**src/rtl/int_fp_converter.sv**
```systemverilog
// Unsigned integer to IEEE-754 single-precision converter.
// The operand is normalised one left-shift per cycle until its leading one reaches the MSB.
module int_fp_converter #(
    parameter int IN_WIDTH = 8
) (
    input  logic                clk,
    input  logic                rst_n,
    input  logic [IN_WIDTH-1:0] in_number,
    input  logic                in_valid,
    output logic                in_ready,
    output logic [31:0]         fp_number,
    output logic                out_valid,
    input  logic                out_ready,
    output logic                busy
);

    typedef enum logic [1:0] {
        IDLE,
        NORM,
        DONE
    } state_t;

    localparam int          ZW       = 24 - IN_WIDTH;
    localparam logic [7:0]  EXP_INIT = 8'(127 + IN_WIDTH - 1);

    state_t                state_q, state_d;
    logic [IN_WIDTH-1:0]   sh_q, sh_d;
    logic [7:0]            exp_q, exp_d;
    logic [31:0]           fp_q, fp_d;

    always_ff @(posedge clk or negedge rst_n) begin
        if (!rst_n) begin
            state_q <= IDLE;
            sh_q    <= '0;
            exp_q   <= '0;
            fp_q    <= '0;
        end else begin
            state_q <= state_d;
            sh_q    <= sh_d;
            exp_q   <= exp_d;
            fp_q    <= fp_d;
        end
    end

    always_comb begin
        state_d = state_q;
        sh_d    = sh_q;
        exp_d   = exp_q;
        fp_d    = fp_q;
        case (state_q)
            IDLE: begin
                if (in_valid && in_ready) begin
                    if (in_number == '0) begin
                        fp_d    = 32'h0000_0000;
                        state_d = DONE;
                    end else begin
                        sh_d    = in_number;
                        exp_d   = EXP_INIT;
                        state_d = NORM;
                    end
                end
            end
            NORM: begin
                // The hidden one is dropped; the remaining bits are the exact mantissa.
                if (sh_q[IN_WIDTH-1]) begin
                    fp_d    = {1'b0, exp_q, sh_q[IN_WIDTH-2:0], {ZW{1'b0}}};
                    state_d = DONE;
                end else begin
                    sh_d  = sh_q << 1;
                    exp_d = exp_q - 8'd1;
                end
            end
            DONE: begin
                if (out_ready) begin
                    state_d = IDLE;
                end
            end
            default: begin
                state_d = IDLE;
            end
        endcase
    end

    // Gated by rst_n so the source sees not-ready while reset is asserted.
    assign in_ready  = (state_q == IDLE) && rst_n;
    assign out_valid = (state_q == DONE);
    assign busy      = (state_q != IDLE);
    assign fp_number = fp_q;

endmodule

```
**config.mk**
```make
export PLATFORM = sky130hd
export DESIGN_NAME = int_fp_converter
export DESIGN_NICKNAME = d
export VERILOG_FILES = /design/src/rtl/int_fp_converter.sv
export SDC_FILE = /design/constraint.sdc
export NUM_CORES = 1
export LEC_CHECK = 0
export CAP_MARGIN = 40
export CORE_MARGIN = 2
export CORE_UTILIZATION = 50
export DETAILED_ROUTE_END_ITERATION = 8
export PLACE_DENSITY = 0.81
export SLEW_MARGIN = 15
export SYNTH_ARGS = -nofsm -noshare
export SYNTH_HDL_FRONTEND = slang
export SYNTH_SLANG_ARGS = --single-unit
```
**constraint.sdc**
```tcl
create_clock -name clk -period 3 [get_ports clk]
set_input_delay 0.6 -clock clk [delete_from_list [all_inputs] [get_ports clk]]
set_output_delay 0.6 -clock clk [all_outputs]
set_load 0.1 [all_outputs]
```
Yosys cells after proc, flatten, opt, wreduce, memory -nomap -nowiden
Cells that the tools add are included.
- add/subtract/negate cells: 1
- multipliers: 0
- div/mod/pow operators: 0
- $lt $le $gt $ge: 0
- equality and inequality tests: 8
- shifts and indexed selects: 0
- multiplexer cells: 17
- bitwise gates (word level): 0
- reductions and logical operators: 10
- operators by type and width (kind ; number):
    2-to-1 mux 32 bit ; 3
    case mux 32 bit (2 select lines) ; 1
    2-to-1 mux 8 bit ; 6
    case mux 8 bit (2 select lines) ; 2
    != test 2 bit (second input constant) ; 5
    logical NOT 8 bit ; 1
    2-to-1 mux 2 bit ; 4
    AND reduction 4 bit ; 2
    subtractor 8 x 1 -> 8 bit (second input constant) ; 1
    case mux 2 bit (3 select lines) ; 1
    AND reduction 3 bit ; 2
    nonzero test 2 bit ; 2
    == test 2 x 1 -> 1 bit (second input constant) ; 1
    == test 2 bit (second input constant) ; 1
    logical AND 1 bit ; 2
    logical NOT 2 bit ; 1
    != test 2 x 1 -> 1 bit (second input constant) ; 1
- register bits after elaboration: 50
- latch bits: 0
- memory bits (writable): 0
- bits in read-only memories: 0
- input bits: 12
- output and inout bits: 35
- memories kept: 0

Logic depth before layout (Yosys ltp)
Gate-level depths: netlist (run 1).
- depth in word-level cells: 5
- depth in mapped cells: 6
- mapped depth without buffers: 5

Worst setup path before layout (run 1)
OpenSTA, ideal clock, no wires.
- path type: reg-to-output
- from: reg state_q[1]
- to: out in_ready
- arrival time: 2.253 ns
- required time: 2.400 ns
- path slack: 0.147 ns
- stages on the path, launching flop included: 3
- buffers on the path: 0
- cell sequence: dfrtp_1 > or2_2 > nor2_1
- longest elaborated chain between the ends: 2
- RTL lines (item ; line ; text):
    start, declared ; 26 ; state_t state_q, state_d;
    start signal, assigned ; 38 ; state_q <= state_d;
    logical NOT 2 bit ; 85 ; assign in_ready = (state_q == IDLE) && rst_n;
    logical AND 1 bit ; 85 ;
    end, declared ; 10 ; output logic in_ready,
Every way passes these cells.

Final worst setup path (run 1)
- from: in rst_n
- to: out in_ready
- longest elaborated chain between the ends: 1
- RTL lines (item ; line ; text):
    start, declared ; 7 ; input logic rst_n,
    logical AND 1 bit ; 85 ;
Every way passes these cells.

==> summary by stage, run 1 <==
Run status
The run finished with clean final reports.

Setup path
The startpoint identified for the worst register-to-register timing path is sh_q[7]. The worst setup path is of the in2out kind. The terminus of the critical flop-to-flop path is fp_number[29]. The data required time of the critical path is 2.40 ns.

The most critical setup path has its startpoint at rst_n. The cell count of the worst reg-to-reg path is 5. STA classifies the critical path startpoint as a primary input. Setup slack on the worst reg-to-reg path comes out at 0.94 ns. The kind of end point of the critical path is a primary output. The largest fanout on the critical path is 5. The endpoint arrival time on the critical path is 1.62 ns.

Drt
Dividing the detail-routed via count by the number of cells gives 5.42. In the routed design, unresolved DRC markers number 0. The violation count after the first detailed-route iteration is 53. Once detail routing completed, the nets flagged for antenna violations numbered 0. The wire length reported by the detailed router is 3300 µm. The total via count in the routed design is 1,252. The average wire per cell in the routed design is 14.3 µm.

For this run, the detailed router's first-pass iteration total came to 4.

Place
After detailed placement, the design holds a cell count of 223. The congestion estimate from routability-driven global placement came to 0.822. The sum of net half-perimeters after detailed placement is 2390 µm.

The total of buffers placed on input and output ports is 29. Summing all placed instances gives a cell area of 1860 µm². The worst slack at placement is 0.557 ns.

Logic synthesis
In the synthesized netlist the dominant register cell turns out to be dfrtp_1. Sorting the synthesized cells by area gives the leading types as dfrtp_1 51%, a22o_1 8.6%, buf_4 7.8%. The count of flip-flops with a built-in enable after synthesis is 0. Counting flops and latches in the post-synthesis netlist gives 33. The compound-cell area share of the yosys netlist came to 0.188. The Yosys warning count is 0. Synthesis produced 155 cells. The dominant combinational cell family by area after synthesis is compound AO/OA/AOI/OAI gates. The share of synthesized area in the top cell type comes to 0.508. Of the total synthesized cell area, the portion taken by AND, OR, NAND and NOR gates is 0.162.

The largest total area in the synthesized netlist belongs to dfrtp_1. Of the post-synthesis cell area, the part taken by muxes is 0. The share of the yosys chip area belonging to registers is 0.508. The synthesized area is 1630 µm². The xor-xnor portion of the synthesized cell area is 0.00538. The number of distinct library cells after synthesis is 36.

The share of synthesized registers carrying an async set or reset is 1.00. Of the total synthesized cell area, the portion taken by full adders, half adders and majority gates is 0.00769. A synthesized cell averages 10.5 µm².

Floorplanning
During I/O placement, the number of pins put on the boundary was 47. The number of rows in the core area is 20. The die boundary height is 61.0 µm.

The die area is 3730 µm². In this run the horizontal extent of the chip is 61.0 µm. The core region area is 3080 µm². The initial cell density of the core is 0.528.

Timing
The normalized max-slew margin is 0.542. Timing would allow up to 450 MHz. Setup repair after global routing left no endpoint under its margin. The maximum clock skew at final layout is 0.0101 ns. The hold violation count in the final report was 0. In the finished design, the share of the clock period the worst path needs comes to 0.741. The number of pins with negative max-slew slack in the final report is 0. Setup slack on the critical path of the routed design comes to 0.777 ns. For the pin with the worst max-slew slack, the measured transition is 0.686 ns. For the finished layout, the period the worst path requires is 2.22 ns. Setup violations remaining at the end of the flow were counted as 0.

For the final routed database, the setup TNS stands at 0 ns.

Final layout
After routing the design area is 1950 µm². The antenna diode instance count is 0. The total area of sequential cells is 826 µm². In the final design database the tool counted 199 nets. The number of non-filler instances in the completed layout is 231. The number of inserted filler cells in the final layout is 261.

The post-synthesis to final-layout area growth is 19.6%. The share of final-layout standard cells stronger than drive strength 1 is 0.209. The area used by multi-input combinational logic is 654 µm².

Clock network
The clock tree root driver cell is clkbuf_4. The register clock-pin slew on the reported worst setup and hold paths is 0.10 ns. The CTS tree is done. The number of hold buffers added after CTS was 0. The clock passes through at most 2 buffers.

The clock latency at the later pin of the worst-skew pair is 0.33 ns. The setup fix buffers added after clock tree synthesis is 0. Counting the buffers created by CTS gives 5.

Counting every sink on the clock net gives 33. Once the clock tree was built, the resizer swapped 0 gates to a different size. The number of H-tree levels is 2.

Job
The tool flagged a number of max-cap violations equal to 0.

GRT
In the global route stage, overall resource usage came out at 0.208. The first global-routing pass estimated 5610 µm of wire. Entering global routing, the biggest net connects 18 pins.

The number of global-route vias before repair is 1,238. The total congestion overflow after global routing is 0. The number of antenna violations at the first check in global routing is 0.

Worst hold path
The class of the tightest hold or removal check is in2async.
[critical path, cell delays in order]
cell	delay (ns)
clkdlybuf4s50_1	0.55
inv_1	0.07
nor2_1	0.19
buf_12	0.21
[cell families after synthesis]
kind of cell,count (synthesis)
other,1
AND/OR/NAND/NOR,43
XOR/XNOR,1
AO/OA/AOI/OAI,43
adder cells (fa/ha/maj),1
buffers and inverters,33
flip-flops,33
[worst max path at each step]
stage,slack [ns],cells past startpoint,to
finish,0.78,4,in_ready
global route,0.72,5,fp_number[23]
detailed placement,0.56,6,fp_number[29]
floorplan,0.15,2,in_ready
CTS,0.78,4,in_ready
global placement,0.56,5,fp_number[16]
[final cells by class]
cell class / count / share of cell area
inverters: 7 / 0.0135
well taps: 44 / 0.0283
flip-flops and latches: 33 / 0.424
repair buffers: 34 / 0.154
multi-input cells: 105 / 0.336
clock buffers: 7 / 0.0283
clock inverters: 1 / 0.0154
[cell usage after synthesis, types with 2 or more instances]
| library cell | count |
|---|---|
| dfrtp_1 | 33 |
| nand2b_1 | 2 |
| inv_1 | 6 |
| nand2_1 | 4 |
| nor4_1 | 2 |
| nor3b_1 | 6 |
| and3_1 | 2 |
| nor2_1 | 7 |
| buf_2 | 3 |
| o211a_1 | 2 |
| a211o_1 | 2 |
| clkbuf_1 | 4 |
| buf_6 | 2 |
| nand3_1 | 9 |
| buf_4 | 17 |
| o21ai_1 | 3 |
| or4_4 | 3 |
| o21ai_0 | 5 |
| a21oi_1 | 11 |
| a22o_1 | 16 |
[per-stage QoR]
step	hold slack, ns	utilization
2_1_floorplan	0.304	-
3_3_place_gp	0.485	0.601
3_5_place_dp	0.482	0.604
4_1_cts	0.452	0.632
5_1_grt	0.446	0.632
6_report	0.458	0.632
[state kept, by name (all words and copies together), names as in the netlist]
register / cells
sh_q: 8
fp_number: 15
exp_q: 8
state_q: 2
[per-layer routing]
metal	part of all wire	wire, µm	up-vias	GRT usage
met5	0	0	-	0
met4	0.029	97	0	0.102
li1	-	-	586	-
met3	0.072	238	11	0.0588
met1	0.44	1450	607	0.285
met2	0.46	1520	48	0.304
[cells in the final DEF, fill, tap and decap left out, drive strengths merged]
master and n:
dfrtp 33, buf 23, conb 17, a22o 16, a21oi 11, clkdlybuf4s50 11
nand3 9, nor2 8, o21ai 8, inv 7, clkbuf 7, nor3b 6
nand2 4, or4 3, nand2b 2, and3 2, a211o 2, nor4 2
o211a 2, nor3 2, or2 1, nor2b 1, nand4bb 1, o21bai 1
and2 1, xnor2 1, o31ai 1, a21o 1, a22oi 1, or3 1
ha 1, bufinv 1
Power of run 1 is not shown: default switching activity piles up to over one toggle a cycle in this logic, so the estimate is an artifact.
==> inputs of run 2 (changes only) <==
--- a/config.mk
+++ b/config.mk
@@ -7,9 +7,9 @@
 export LEC_CHECK = 0
 export CAP_MARGIN = 40
 export CORE_MARGIN = 2
-export CORE_UTILIZATION = 50
+export CORE_UTILIZATION = 47
 export DETAILED_ROUTE_END_ITERATION = 8
-export PLACE_DENSITY = 0.81
+export PLACE_DENSITY = 0.76
 export SLEW_MARGIN = 15
 export SYNTH_ARGS = -nofsm -noshare
 export SYNTH_HDL_FRONTEND = slang
==> constraint.sdc (replaced) <==
create_clock -name clk -period 2.3 [get_ports clk]
set_input_delay 0.46 -clock clk [delete_from_list [all_inputs] [get_ports clk]]
set_output_delay 0.46 -clock clk [all_outputs]
set_load 0.1 [all_outputs]
==> run 2 against run 1 <==
  * Largest cell class unchanged
  * Die area is 6.0% higher
  * Critical path type is now reg2reg
  * First-iteration DRC count grew 81%
  * Hold slack improved by 0.053 ns
  * Cell count is 0.43% higher
  * Critical endpoint is now fp_number[27]
  * Flip-flop and latch count unchanged
==> summary by stage, run 2 (same netlist as run 1, synthesis figures left out) <==
Run status
The run finished with clean final reports.

Floorplanning
47 I/O pins were placed. The x dimension of the die is 62.8 µm. The die area is 3950 µm². The initial cell density of the core is 0.487.

Row generation in the floorplan step produced 21 rows. The die boundary height is 62.8 µm. The total area inside the core boundary comes to 3340 µm².

Clock network
The setup fix buffers added after clock tree synthesis is 0. The clock latency at the later pin of the worst-skew pair is 0.33 ns. The CTS tree is done. The tree is rooted in a clkbuf_4.

The H-tree was split into 2 levels. The maximum buffer depth of the clock tree is 2. The count of cells resized by post-cts repair is 0. The hold buffer count at CTS is 0. The clock net in this run drives a total of 33 sinks.

The number of buffers added by the clock tree synthesis step is 5. Clock-pin slew was measured on the worst setup and hold paths at 0.10 ns.

Setup path
Grouping stages by cell kind, the critical path spends the most delay in simple AND/OR/NAND/NOR gates. The data required time of the critical path is 2.53 ns. On the critical path, the stage with the largest delay is an instance of nor2_2. Traced cell by cell, the critical path runs through nand2b_1 > nor2_2 > nor2_1 > buf_4 > a22o_1. The sum of buffers and inverters on the critical path is 1. Along the worst path, the maximum fanout reaches 16. The type of the setup path with the least slack is reg2reg. The kind of end point of the critical path is a register. The endpoint arrival time on the critical path is 2.26 ns. The worst setup path is launched from a register.

For this run, the slowest stage of the critical path takes 0.55 ns.

Place
The congestion estimate from routability-driven global placement came to 0.851. The total of buffers placed on input and output ports is 29. The sum of net half-perimeters after detailed placement is 2350 µm.

GRT
The first global-routing pass estimated 5620 µm of wire. The number of global-route vias before repair was 1,123. The largest net degree at the start of global routing is 34.

The global router's overall resource usage is 0.183. The total congestion overflow after global routing is 0. The number of antenna violations at the first check in global routing came to 0.

Timing
The maximum clock skew at final layout is 0.00970 ns. The hold violation count in the final report came to 0. The normalized max-slew margin is 0.554.

The final worst hold slack is 0.512 ns. Setup repair after global routing left no endpoint under its margin. The routed design could run at a clock period as short as 2.04 ns. The slew at the pin closest to its max-slew limit is 0.668 ns. Setup violations remaining at the end of the flow were counted as 0. The highest attainable clock frequency is 490 MHz. The portion of the clock cycle consumed by the worst path in the final layout is 0.887. The number of pins with negative max-slew slack in the final report came to 0.

Drt
After detailed routing, the met3 layer carries 193 µm of wire. In the detailed route, the total length drawn on met2 is 1500 µm. After detailed routing, the number of vias per cell comes to 5.22. The wire length reported by the detailed router is 3240 µm. The post-route DRC violation count is 0. In the final routing, the length of wire on met1 measures 1490 µm. The average wire per cell in the routed design is 14.0 µm. The top routing layer in use is met4.

The first detailed-routing pass ran for 4 iterations. The routed layout has 1,212 vias. The count of nets left with antenna violations once routing finished came out at 0. The violation count after the first detailed-route iteration is 96.

Worst hold path
The path class of the tightest hold or removal check is reg2reg.

Final layout
The most frequent standard cell in the layout excluding fill and tap cells is dfrtp_1. Leaving out fill and tap cells, the most frequent cells in the layout are 33 x dfrtp_1, 21 x buf_4, 17 x conb_1, 16 x a22o_1. Of the cells placed in the final design, the portion with a size suffix greater than 1 is 0.215. The final layout net count is 198. The area growth from synthesis to layout is 18.3%. The utilization after layout is 0.577. The register with the most flip-flops in the layout has 15 of them. The number of antenna diodes in the final layout is 0.

Job
Across the run, the number of max-cap violations was 0.
run 2: area by class of cell:
class | count | area (µm²)
fillers | 306 | 1410
inverters | 7 | 26.3
clock inverters | 1 | 5.00
clock buffers | 7 | 65.1
well taps | 46 | 57.6
flip-flops and latches | 33 | 826
repair buffers | 33 | 288
multi-input cells | 105 | 657
run 2: worst paths after layout:
check	from	end	slack, ns	cells after the start
hold / removal	fp_number[17]	fp_number[17]	0.51	1
max in group asynchronous	rst_n	exp_q[1]	1.38	2
min in group asynchronous	rst_n	fp_number[22]	0.60	2
setup reg to reg	state_q[1]	fp_number[27]	0.26	5
setup / recovery	state_q[1]	fp_number[27]	0.26	5
hold reg to reg	fp_number[17]	fp_number[17]	0.51	1
run 2: layer usage:
layer  up-vias  global-route usage
met1       595               0.257
met4         0              0.0528
met5         -                   0
met2        35               0.261
met3         8              0.0721
li1        574                   -
run 2: stage by stage:
stage,setup WS (ns),area (µm²),cells,TNS (ns)
CTS,0.278,1920,232,0
floorplan,0.0585,1690,171,0
global route,0.0851,1920,232,0
finish,0.261,1920,232,0
global placement,0.0374,1850,223,0
detailed placement,-0.0314,1850,224,-0.251
Power of run 2 is left out for the same reason.
==> inputs of run 3 (changes only) <==
--- a/config.mk
+++ b/config.mk
@@ -7,9 +7,9 @@
 export LEC_CHECK = 0
 export CAP_MARGIN = 40
 export CORE_MARGIN = 2
-export CORE_UTILIZATION = 47
+export CORE_UTILIZATION = 50
 export DETAILED_ROUTE_END_ITERATION = 8
-export PLACE_DENSITY = 0.76
+export PLACE_DENSITY = 0.81
 export SLEW_MARGIN = 15
 export SYNTH_ARGS = -nofsm -noshare
 export SYNTH_HDL_FRONTEND = slang
==> constraint.sdc (replaced) <==
create_clock -name clk -period 2.6 [get_ports clk]
set_input_delay 0.52 -clock clk [delete_from_list [all_inputs] [get_ports clk]]
set_output_delay 0.52 -clock clk [all_outputs]
set_load 0.1 [all_outputs]
==> run 3 against run 2 <==
  * Hold slack improved by 0.0038 ns
  * Design area increased by 2.0%
  * Flip-flop and latch count unchanged
  * Register-to-register slack improved by 0.27 ns
  * Critical path depth unchanged
  * Die area decreased by 5.6%
  * First-iteration DRC count decreased by 40%
  * Non-clock buffer count increased by 1
  * Via count increased by 2.3%
  * Critical path type is now in2out
  * Highest routed layer unchanged
==> summary by stage, run 3 (same netlist as run 1, synthesis figures left out) <==
Drt
The remaining number of nets flagged by the antenna check after routing is 0. For this run, design rule violations remaining after detail routing come to 0. The top routing layer in use is met4.

The routed design has 3550 µm of wire. The met1 wire length is 1530 µm. For this block, the initial DRC count from the detailed router was 58.

The routed wire length on met2 is 1800 µm. Wire segments on met3 add up to 198 µm in the final route. The average wire per cell in the routed design is 15.4 µm. For this run, the detailed router's first-pass iteration total came to 4. Across all layers, the routed design uses 1,240 vias. After detailed routing, the number of vias per cell comes to 5.37.

GRT
For this run the aggregate overflow at the end of global routing stands at 0. The number of global-route vias before repair came to 1,236. The global-route wire length before repair is 5800 µm. Entering global routing, the biggest net connects 18 pins. The number of antenna violations at the first check in global routing was 0. For this run, the total global-route usage over all layers was measured as 0.217.

Clock network
The number of H-tree levels is 2. CTS placed an instance of clkbuf_4 at the clock tree root. The clock latency at the later pin of the worst-skew pair is 0.33 ns.

The register clock-pin slew on the reported worst setup and hold paths is 0.10 ns. In this run the post-CTS setup repair buffer count came out at 0. Once the clock tree was built, the resizer swapped 0 gates to a different size. The number of buffers added by the clock tree synthesis step is 5. Buffers inserted to repair hold after CTS numbered 0.

The CTS tree is done. The maximum buffer depth of the clock tree is 2. The clock sink total is 33.

Place
Buffers placed on the I/O ports in this run total 29. The HPWL after detailed placement is 2630 µm. Routability-driven placement finished with a final weighted congestion of 0.791.

Timing
The number of pins with negative max-slew slack in the final report is 0. The post-route minimum period is 2.22 ns. Setup violations remaining at the end of the flow were counted as 0. Clock skew on the completed layout was measured at 0.00351 ns. The final sum of negative setup slack is 0 ns. In the finished design, the share of the clock period the worst path needs comes to 0.854. The normalized max-slew margin is 0.595. For the pin with the worst max-slew slack, the measured transition is 0.605 ns.

The hold violation count in the final report is 0. The highest attainable clock frequency is 450 MHz. The final worst hold slack is 0.515 ns.

Setup repair after global routing left no endpoint under its margin.

Setup path
The critical path startpoint category is a primary input. The type of the setup path with the least slack is in2out. STA puts the critical path data required time at 2.08 ns. The signal on the critical path passes through clkdlybuf4s50_1 > buf_4 > inv_1 > nor2_2 > buf_12. The largest single stage delay on the critical path is 0.50 ns. The cell count of the worst reg-to-reg path is 5. STA classifies the critical path endpoint as a primary output. The critical path's top delay family is buffers and inverters.

Together, buffers and inverters on the worst path number 4. The endpoint arrival time on the critical path is 1.70 ns. The cell count along the critical path is 5. On the critical path, the stage with the largest delay is an instance of clkdlybuf4s50_1. The largest fanout on the critical path is 17.

Floorplanning
The floorplan step defined a die boundary enclosing 3730 µm². The die boundary height is 61.0 µm. The core region area is 3080 µm². The x dimension of the die is 61.0 µm.

For this configuration, the core starts out at a cell density of 0.528. The total I/O pin count is 47. The number of rows in the core area is 20.

Worst hold path
The worst hold path cell count is 1. The min-delay analysis places its worst path in the category reg2reg.

Final layout
From synthesis to final layout, the design area changed by 20.6%. The most frequent standard cell in the layout excluding fill and tap cells is dfrtp_1. The library cells used most frequently in the layout, excluding fill and tap cells, are 33 x dfrtp_1, 22 x buf_4, 17 x conb_1, 16 x a22o_1.

The net count of the finished layout is 199. The register with the most flip-flops in the layout has 15 of them. The repair_antennas step left the layout with diodes totalling 0. The share of final-layout standard cells stronger than drive strength 1 is 0.219.

The number of inserted filler cells in the final layout is 253.

Job
Max-cap violations in this run came to 0.

Run status
The run finished with clean final reports.
-- run 3: cell types whose count changed in the layout (fill, tap and decap cells not counted), sizes merged --
cell    delta
buf        +1
bufinv     +2
clkbuf     -2
-- run 3: area by class of cell --
| cell class | count | area [µm²] | area share |
|---|---|---|---|
| Inverter | 7 | 26.3 | 0.0134 |
| Tap cell | 44 | 55.1 | 0.0281 |
| Timing Repair Buffer | 34 | 295 | 0.151 |
| Multi-Input combinational cell | 105 | 657 | 0.335 |
| Sequential cell | 33 | 826 | 0.421 |
| Clock inverter | 3 | 65.1 | 0.0332 |
| Clock buffer | 5 | 37.5 | 0.0191 |
-- run 3: per-layer routing --
metal,GRT usage,vias up
met5,0,-
met4,0.0963,0
met3,0.0420,6
met2,0.340,46
met1,0.296,605
li1,-,583
-- run 3: final timing paths --
check / slack [ns] / start / to
max: 0.38 / rst_n / in_ready
min: 0.52 / fp_number[22] / fp_number[22]
max reg2reg: 0.53 / state_q[1] / exp_q[7]
min reg2reg: 0.52 / fp_number[22] / fp_number[22]
max in group asynchronous: 1.83 / rst_n / fp_number[27]
min in group asynchronous: 0.57 / rst_n / state_q[1]
-- run 3: worst register-to-register path: cells and delay by family, from the launching register on --
| kind | cells | cell delay (ns) |
|---|---|---|
| AO/OA/AOI/OAI | 1 | 0.21 |
| buffers and inverters | 1 | 0.06 |
| flip-flops | 1 | 0.41 |
| AND/OR/NAND/NOR | 3 | 1.29 |
-- run 3: per-stage QoR --
| step | util | setup slack, ns | instances | area [µm²] |
|---|---|---|---|---|
| floorplan | - | 0.299 | 171 | 1690 |
| global placement | 0.602 | 0.293 | 222 | 1850 |
| detailed placement | 0.604 | 0.241 | 223 | 1860 |
| CTS | 0.637 | 0.359 | 231 | 1960 |
| global route | 0.637 | 0.274 | 231 | 1960 |
| finish | 0.637 | 0.379 | 231 | 1960 |
Power of run 3 is left out for the same reason.
